**config.mk**
```make
export PLATFORM = sky130hd
export DESIGN_NAME = moore_seq_generator
export DESIGN_NICKNAME = d
export VERILOG_FILES = /design/src/rtl/moore_seq_pkg.sv /design/src/rtl/seq_gen_shreg.sv /design/src/rtl/moore_seq_generator.sv
export SDC_FILE = /design/constraint.sdc
export NUM_CORES = 1
export LEC_CHECK = 0
export ABC_AREA = 1
export BUFFER_PORTS_ARGS = -buffer_cell sky130_fd_sc_hd__buf_2
export CAP_MARGIN = 15
export CORE_MARGIN = 2
export CORE_UTILIZATION = 45
export CTS_BUF_LIST = sky130_fd_sc_hd__clkbuf_16
export DETAILED_ROUTE_END_ITERATION = 12
export SLEW_MARGIN = 20
export SYNTH_ARGS = -nofsm -noshare
export SYNTH_HDL_FRONTEND = slang
export SYNTH_SLANG_ARGS = --single-unit
```
**constraint.sdc**
```tcl
create_clock -name clk -period 2.4 [get_ports clk]
set_input_delay 0.36 -clock clk [delete_from_list [all_inputs] [get_ports clk]]
set_output_delay 0.36 -clock clk [all_outputs]
set_load 0.01 [all_outputs]
```
**src/rtl/moore_seq_pkg.sv**
```systemverilog
// Shared types and helpers for the serial pattern transmitter.
package moore_seq_pkg;

  localparam int SEQ_W_DEF = 4;
  localparam int CNT_W_DEF = 4;
  localparam int GAP_W_DEF = 3;

  typedef enum logic [2:0] {
    IDLE  = 3'd0,
    SHIFT = 3'd1,
    GAP   = 3'd2,
    PAR   = 3'd3,
    DONE  = 3'd4
  } state_t;

  function automatic logic calc_even_parity(input logic [31:0] v);
    return ^v;
  endfunction

endpackage

```
**src/rtl/seq_gen_shreg.sv**
```systemverilog
// Loadable rotating pattern register with a down-counting bit index; last_bit
// marks the LSB of the frame. The rotation restores the pattern after each frame.
module seq_gen_shreg
  import moore_seq_pkg::*;
#(
  parameter int SEQ_W = SEQ_W_DEF
) (
  input  logic             clk,
  input  logic             rst,
  input  logic             load,
  input  logic             shift,
  input  logic [SEQ_W-1:0] pattern,
  output logic             bit_out,
  output logic             last_bit
);

  localparam int IDX_W = $clog2(SEQ_W);

  logic [SEQ_W-1:0] shreg_q, shreg_d;
  logic [IDX_W-1:0] idx_q, idx_d;

  always_comb begin
    shreg_d = shreg_q;
    idx_d   = idx_q;
    if (load) begin
      shreg_d = pattern;
      idx_d   = IDX_W'(SEQ_W - 1);
    end else if (shift) begin
      shreg_d = {shreg_q[SEQ_W-2:0], shreg_q[SEQ_W-1]};
      idx_d   = (idx_q == '0) ? IDX_W'(SEQ_W - 1) : idx_q - IDX_W'(1);
    end
  end

  always_ff @(posedge clk) begin
    if (rst) begin
      shreg_q <= '0;
      idx_q   <= '0;
    end else begin
      shreg_q <= shreg_d;
      idx_q   <= idx_d;
    end
  end

  assign bit_out  = shreg_q[SEQ_W-1];
  assign last_bit = (idx_q == '0);

endmodule

```
**src/rtl/moore_seq_generator.sv**
```systemverilog
// Serial pattern transmitter: MSB-first frames repeated repeat_n times with optional gaps.
// Define SEQ_GEN_PARITY_EN to append an even-parity bit to every frame.
module moore_seq_generator
  import moore_seq_pkg::*;
#(
  parameter int   SEQ_W    = SEQ_W_DEF,
  parameter int   CNT_W    = CNT_W_DEF,
  parameter int   GAP_W    = GAP_W_DEF,
  parameter logic IDLE_LVL = 1'b0
) (
  input  logic             clk,
  input  logic             rst,
  input  logic             start,
  input  logic [SEQ_W-1:0] pattern,
  input  logic [CNT_W-1:0] repeat_n,
  input  logic [GAP_W-1:0] gap_n,
  output logic             out,
  output logic             out_valid,
  output logic             busy,
  output logic             done
);

  state_t           state_q, state_d;
  logic [CNT_W-1:0] rep_n_q, rep_n_d, rep_cnt_q, rep_cnt_d;
  logic [GAP_W-1:0] gap_n_q, gap_n_d, gap_cnt_q, gap_cnt_d;
  logic             out_q, out_d, valid_q, valid_d, busy_q, busy_d, done_q, done_d;
  logic             load, shift, frame_end, sh_bit, last_bit;

`ifdef SEQ_GEN_PARITY_EN
  logic par_q, par_d;
`endif

  seq_gen_shreg #(.SEQ_W(SEQ_W)) u_shreg (
    .clk      (clk),
    .rst      (rst),
    .load     (load),
    .shift    (shift),
    .pattern  (pattern),
    .bit_out  (sh_bit),
    .last_bit (last_bit)
  );

  always_comb begin
    state_d   = state_q;
    rep_n_d   = rep_n_q;
    gap_n_d   = gap_n_q;
    rep_cnt_d = rep_cnt_q;
    gap_cnt_d = gap_cnt_q;
    load      = 1'b0;
    shift     = 1'b0;
    frame_end = 1'b0;
`ifdef SEQ_GEN_PARITY_EN
    par_d     = par_q;
`endif
    case (state_q)
      IDLE: if (start) begin
        rep_n_d   = repeat_n;
        gap_n_d   = gap_n;
        rep_cnt_d = '0;
        load      = 1'b1;
`ifdef SEQ_GEN_PARITY_EN
        par_d     = calc_even_parity(32'(pattern));
`endif
        state_d   = (repeat_n == '0) ? DONE : SHIFT;
      end
      SHIFT: begin
        shift = 1'b1;
`ifdef SEQ_GEN_PARITY_EN
        if (last_bit) state_d = PAR;
`else
        frame_end = last_bit;
`endif
      end
`ifdef SEQ_GEN_PARITY_EN
      PAR:  frame_end = 1'b1;
`endif
      GAP: begin
        if (gap_cnt_q == '0) state_d = SHIFT;
        else                 gap_cnt_d = gap_cnt_q - GAP_W'(1);
      end
      DONE:    state_d = IDLE;
      default: state_d = IDLE;
    endcase

    // rep_cnt counts completed frames; comparing before increment avoids wrap at max repeat_n.
    if (frame_end) begin
      rep_cnt_d = rep_cnt_q + CNT_W'(1);
      if (rep_cnt_q == rep_n_q - CNT_W'(1)) begin
        state_d = DONE;
      end else if (gap_n_q != '0) begin
        state_d   = GAP;
        gap_cnt_d = gap_n_q - GAP_W'(1);
      end else begin
        state_d = SHIFT;
      end
    end

    out_d   = IDLE_LVL;
    valid_d = 1'b0;
    busy_d  = (state_q != IDLE);
    done_d  = (state_q == DONE);
    if (state_q == SHIFT) begin
      out_d   = sh_bit;
      valid_d = 1'b1;
    end
`ifdef SEQ_GEN_PARITY_EN
    if (state_q == PAR) begin
      out_d   = par_q;
      valid_d = 1'b1;
    end
`endif
  end

  always_ff @(posedge clk) begin
    if (rst) begin
      state_q   <= IDLE;
      rep_n_q   <= '0;
      gap_n_q   <= '0;
      rep_cnt_q <= '0;
      gap_cnt_q <= '0;
      out_q     <= IDLE_LVL;
      valid_q   <= 1'b0;
      busy_q    <= 1'b0;
      done_q    <= 1'b0;
`ifdef SEQ_GEN_PARITY_EN
      par_q     <= 1'b0;
`endif
    end else begin
      state_q   <= state_d;
      rep_n_q   <= rep_n_d;
      gap_n_q   <= gap_n_d;
      rep_cnt_q <= rep_cnt_d;
      gap_cnt_q <= gap_cnt_d;
      out_q     <= out_d;
      valid_q   <= valid_d;
      busy_q    <= busy_d;
      done_q    <= done_d;
`ifdef SEQ_GEN_PARITY_EN
      par_q     <= par_d;
`endif
    end
  end

  assign out       = out_q;
  assign out_valid = valid_q;
  assign busy      = busy_q;
  assign done      = done_q;

endmodule
```
==> qor.yml, run 1 <==
critical_path:
  r2r-start: "state_q[1]$_SDFFE_PP0P_"
  cp_data_required_time_ps: 2610
  r2r_end: "u_shreg.shreg_q[0]$_SDFFE_PP0P_"
  crit_path_end_kind: "flop"
  crit_path_start_kind: "flop"
  reg2reg_depth: 10
  arrival_ps: 1980
  worstSetupPathType: "flop to flop"
  regToRegSetupSlack_ps: 630
  path_max_fanout: 20
logic_synthesis:
  synth_area_leaders: "dfxtp_1, nand2_1, inv_1"
  yosysSeqAreaShare_pct: 37.9
  ys_ff_latch: 27
  syn_area_sq_mm: 0.00143
  syn_inst: 198
  yosysTopAreaCell: "dfxtp_1"
  syn_nets: 220
  netlist.area_leader.share_pct: 37.9
  syn_area_per_cell_sq_um: 7.20
  ys.warnings.count: 0
  synthDistinctLibCells: 29
sta:
  rsz0062_at_grt: "no"
  fin_ws_ps: 632
  fin_skew_ps: 2.88
  post-route-period-util_pct: 73.7
  slew_headroom_pct: 56.9
  min_period_ps: 1770
  hold_violations: 0
  finalSetupViolCount: 0
  drv_slew: 0
  clock.fmax_ghz: 0.566
  finalSetupTns_ps: 0
  worst_slew_pin_slew_ps: 645
floorplan:
  initial_core_util_pct: 47.1
  die_y_microns: 60.3
  dieArea_sq_mm: 0.00364
  die_x_microns: 60.3
  io_pins: 18
  rows: 20
  core_area_sq_mm: 0.00303
final_layout:
  area_delta_synth_final_pct: 12.5
  layout.nets: 237
  drive_gt1_share_pct: 17.8
  diodes: 0
flow_run:
  cap_viol_max_count: 0
clocking:
  clk_path_buf_depth: 2
  post_cts_buffers: 0
  path_clk_slew_ps: 60
  cts_tree: "built"
  cts_made_buffers: 3
  cts_sinks: 27
  postCtsHoldBufs: 0
  cts_resized: 0
  htreeDepth: 1
  cts_root_buf: "clkbuf_16"
  clk_latency_ps: 260
min_path:
  whs_path_depth: 3
  hold_class: "primary input to flop"
  hold_end: "gap_n_q[2]$_SDFFE_PP0P_"
  min_from: "gap_n[2]"
drt:
  wirelength_mm: 2.70
  routedWlPerCell_microns: 10.4
  via_per_inst: 4.68
  post-route-drc-count: 0
  drtIter0Drc: 21
  firstDrtPassIters: 3
  ant_nets: 0
  vias: 1208
global_routing:
  grt_pass1_wl_mm: 4.70
  grt_usage_pct: 17.2
  grt_max_degree: 21
  grt_pass1_vias: 1153
  antenna_found_initial: 0
  grt-ovfl-total: 0
placed_design:
  gp_congestion: 0.735
  place_hpwl_mm: 2.05
  portBuffers: 17
  place_ws_ps: 634
power:
  powerDensity_mw_per_mm2: 876
  power_leakage_nw: 0.772
  peakVddDrop_uv: 318
outcome:
  status: "finished, final reports clean"
layout make-up:
class	count	area, sq um
Fill cell	311	1420
Multi-Input combinational cell	128	703
Sequential cell	27	541
Inverter	38	143
Timing Repair Buffer	17	85.1
Clock buffer	3	75.1
Tap cell	44	55.1
Clock inverter	1	3.75
sequential cells by signal, indices dropped and copies added (netlist names), 2 cells and up:
| name | cells |
|---|---|
| u_shreg.shreg_q | 4 |
| gap_n_q | 3 |
| rep_n_q | 4 |
| u_shreg.idx_q | 2 |
| state_q | 3 |
| gap_cnt_q | 3 |
| rep_cnt_q | 4 |
power breakdown:
group	internal (mW)	switching, mW	total [mW]
Clock	0.223	0.151	0.374
Sequential	0.525	0.0435	0.568
Combinational	0.167	0.296	0.463
Total	0.915	0.491	1.41
Yosys cell counts:
library cell	n
a21oi_2	2
nand3b_1	1
dfxtp_1	27
nand2_2	1
a31oi_1	2
ha_1	8
xor2_1	2
nor4_1	1
inv_2	6
nor2_4	1
nor3_1	1
a21oi_1	13
xnor2_1	2
o21ai_1	4
buf_6	2
nand3_1	7
nand3_2	1
inv_1	32
nand3_4	1
o21ai_0	10
or2_1	1
nor2_2	3
nor2_1	14
buf_4	1
nand2_1	46
buf_2	2
nand4_1	2
o21ai_2	3
o211ai_1	2
worst max-delay path by stage:
stage	from	end	slack [ps]	depth (start not counted)
4_1_cts	state_q[1]$_SDFFE_PP0P_	u_shreg.shreg_q[0]$_SDFFE_PP0P_	620	10
3_5_place_dp	state_q[1]$_SDFFE_PP0P_	u_shreg.shreg_q[0]$_SDFFE_PP0P_	630	10
6_report	state_q[1]$_SDFFE_PP0P_	u_shreg.shreg_q[0]$_SDFFE_PP0P_	630	10
5_1_grt	state_q[1]$_SDFFE_PP0P_	u_shreg.shreg_q[0]$_SDFFE_PP0P_	370	10
2_1_floorplan	gap_cnt_q[0]$_SDFF_PP0_	gap_cnt_q[0]$_SDFF_PP0_	950	10
3_3_place_gp	state_q[1]$_SDFFE_PP0P_	u_shreg.shreg_q[0]$_SDFFE_PP0P_	710	10
critical path, cell delays in order, from the launching register on:
cell and delay, ps:
dfxtp_1 380, nor2_2 60, inv_2 80, nor2_2 60
nand2_1 490, inv_2 110, nor2_1 240, nand2_1 80
o211ai_1 80, nand2_1 70, inv_1 60
metal layers:
| metal | share of wire [%] | up-vias | GRT usage (%) |
|---|---|---|---|
| met5 | 0 | - | 0 |
| met4 | 1.6 | 0 | 6.67 |
| met3 | 3.1 | 5 | 2.60 |
| met2 | 49 | 16 | 31.4 |
| met1 | 46 | 538 | 20.0 |
| li1 | - | 649 | - |
kinds of logic after synthesis:
family                   after synthesis  share of synthesized area [%]
buffers and inverters                 43                           12.8
adder cells (fa/ha/maj)                8                           7.02
flip-flops                            27                           37.9
XOR/XNOR                               4                           2.46
AO/OA/AOI/OAI                         36                           14.5
AND/OR/NAND/NOR                       80                           25.4
layout by cell type (no fill, tap or decap), types with 2 or more instances in the layout:
master	count
nand2_1	46
inv_1	33
dfxtp_1	27
buf_2	17
nor2_1	14
a21oi_1	13
o21ai_0	10
ha_1	8
nand3_1	7
inv_2	6
o21ai_1	4
nor2_2	3
o21ai_2	3
clkbuf_16	3
o211ai_1	2
xnor2_1	2
nand4_1	2
a21oi_2	2
xor2_1	2
a31oi_1	2
metrics by stage:
step	instances	utilization [%]	area (sq um)	hold WS (ps)	power [mW]
after floorplan	198	-	1430	439	0.959
after global placement	254	50.4	1530	464	1.03
after detailed placement	254	50.4	1530	464	1.05
after CTS	258	53.0	1610	366	1.42
after global routing	258	53.0	1610	370	1.53
final	258	53.0	1610	367	1.41
Power figures use the tool's default switching activity.
==> run 2, diff against run 1 <==
==> constraint.sdc (replaced) <==
create_clock -name clk -period 1.7 [get_ports clk]
set_input_delay 0.255 -clock clk [delete_from_list [all_inputs] [get_ports clk]]
set_output_delay 0.255 -clock clk [all_outputs]
set_load 0.01 [all_outputs]
==> qor.yml, run 2 (synthesis results as in run 1) <==
power:
  seq_power_share_pct: 39.8
  switching_share_pct: 35.1
  combPwrFrac_pct: 33.5
  clkPwrFrac_pct: 26.7
  peakVddDrop_uv: 611
  powerDensity_mw_per_mm2: 1240
  p_sw_mw: 0.707
  power_leakage_nw: 0.785
  intPower_mw: 1.31
sta:
  worst_slew_pin_slew_ps: 445
  fin_ws_ps: 106
  fin_skew_ps: 4.38
  finalSetupViolCount: 0
  clock.fmax_ghz: 0.627
  slew_headroom_pct: 70.3
  min_period_ps: 1590
  drv_slew: 0
  finalSetupTns_ps: 0
  hold_violations: 0
  post-route-period-util_pct: 93.8
clocking:
  clk_latency_ps: 260
  cts_made_buffers: 3
  htreeDepth: 1
  cts_root_buf: "clkbuf_16"
  clk_path_buf_depth: 2
  cts_resized: 0
  path_clk_slew_ps: 70
  cts_tree: "built"
  cts_sinks: 27
floorplan:
  initial_core_util_pct: 47.1
  die_y_microns: 60.3
  die_x_microns: 60.3
  io_pins: 18
  core_area_sq_mm: 0.00303
  rows: 20
  dieArea_sq_mm: 0.00364
final_layout:
  layout.cells.most_common: "nand2_1"
  final_cell_mix: "nand2_1, inv_1, dfxtp_1"
  layout.nets: 240
  diodes: 0
  drive_gt1_share_pct: 19.4
  area_delta_synth_final_pct: 14.2
  nFillCells: 306
  design_area_sq_mm: 0.00163
  reg_top3: "rep_cnt_q (4), rep_n_q (4), u_shreg.shreg_q (4)"
flow_run:
  cap_viol_max_count: 0
critical_path:
  max_stage_delay_ps: 370
  crit_path_end_kind: "flop"
  crit_top_cell: "nand2_1"
  arrival_ps: 1750
  crit_path_start_kind: "flop"
  worstSetupPathType: "flop to flop"
  timing.critical_path.max_delay_family: "simple AND/OR/NAND/NOR gates"
  path_max_fanout: 7
  crit_path_top_delay_cell: "dfxtp_1"
  cp_num_buf_inv: 1
  cp_data_required_time_ps: 1860
  path_cells: "inv_1, ha_1, xnor2_1, nor2_1, nand3_1, nand3_4, nand2_1, nand2_1, nor2_2"
min_path:
  hold_class: "primary input to flop"
global_routing:
  grt-ovfl-total: 0
  grt_pass1_wl_mm: 4.67
  antenna_found_initial: 0
  grt_pass1_vias: 1148
  grt_max_degree: 17
  grt_usage_pct: 17.0
placed_design:
  place_hpwl_mm: 2.11
  portBuffers: 17
  place_ws_ps: 140
  gp_congestion: 0.800
  postPlaceCellArea_sq_mm: 0.00154
drt:
  post-route-drc-count: 0
  ant_nets: 0
  firstDrtPassIters: 7
  wirelength_mm: 2.73
  routedWlPerCell_microns: 10.5
  drtIter0Drc: 69
  via_per_inst: 4.78
  vias: 1247
outcome:
  status: "finished, final reports clean"
==> run 2: cell count changes in the layout (fill, tap and decap cells not counted) <==
cell      before  now
clkinv_2       0    1
buf_4          0    3
inv_1         33   32
==> run 2: final timing paths <==
check / depth (start not counted) / to / start / slack, ps
setup reg to reg: 9 / gap_cnt_q[1]$_SDFF_PP0_ / rep_n_q[0]$_SDFFE_PP0P_ / 110
hold reg to reg: 2 / out$_SDFF_PP0_ / u_shreg.shreg_q[3]$_SDFFE_PP0P_ / 470
setup / recovery: 9 / gap_cnt_q[1]$_SDFF_PP0_ / rep_n_q[0]$_SDFFE_PP0P_ / 110
hold / removal: 3 / gap_n_q[2]$_SDFFE_PP0P_ / gap_n[2] / 260
==> run 2: repair_timing <==
action | in CTS | in global routing
buffers inserted | 0 | 1
setup endpoints to repair | 0 | 1
hold buffers | 0 | 0
==> run 2: per-layer routing <==
| layer | vias to the layer above | wire [microns] | share of wire, % | track usage, % |
|---|---|---|---|---|
| met1 | 565 | 1280 | 47 | 21.6 |
| met2 | 21 | 1280 | 47 | 28.9 |
| met5 | - | 0 | 0 | 0 |
| li1 | 656 | - | - | - |
| met3 | 5 | 128 | 4.7 | 2.60 |
| met4 | 0 | 47 | 1.7 | 6.67 |
==> run 2: final cells by class <==
class | instances | area [sq um] | area share (%)
Multi-Input combinational cell | 128 | 703 | 43.2
Sequential cell | 27 | 541 | 33.2
Inverter | 38 | 143 | 8.76
Timing Repair Buffer | 20 | 108 | 6.61
Clock buffer | 3 | 75.1 | 4.61
Tap cell | 44 | 55.1 | 3.38
Clock inverter | 1 | 5.00 | 0.307
==> run 2: worst reg2reg max path, delay by kind of cell (launching register included) <==
kind,cells,cell delay [ps]
xor gates and xnor gates,1,130
and+or+nand+nor,6,600
buffers and inverters,1,90
adders and majority gates,1,300
DFF,1,370
==> run 2: through the flow <==
stage / utilization [%] / instances / hold slack [ps] / power (mW)
floorplan: - / 198 / 412 / 1.35
global placement: 50.9 / 256 / 463 / 1.47
detailed placement: 50.9 / 256 / 463 / 1.49
CTS: 53.6 / 260 / 261 / 2.02
global route: 53.8 / 261 / 283 / 2.18
finish: 53.8 / 261 / 257 / 2.02
==> run 2: power groups by stage <==
stage | combinational [mW] | sequential, mW | clock, mW
4_1_cts | 0.675 | 0.803 | 0.547
6_report | 0.676 | 0.802 | 0.538
2_1_floorplan | 0.543 | 0.810 | 0
3_5_place_dp | 0.671 | 0.817 | 0
5_1_grt | 0.799 | 0.810 | 0.573
3_3_place_gp | 0.653 | 0.814 | 0
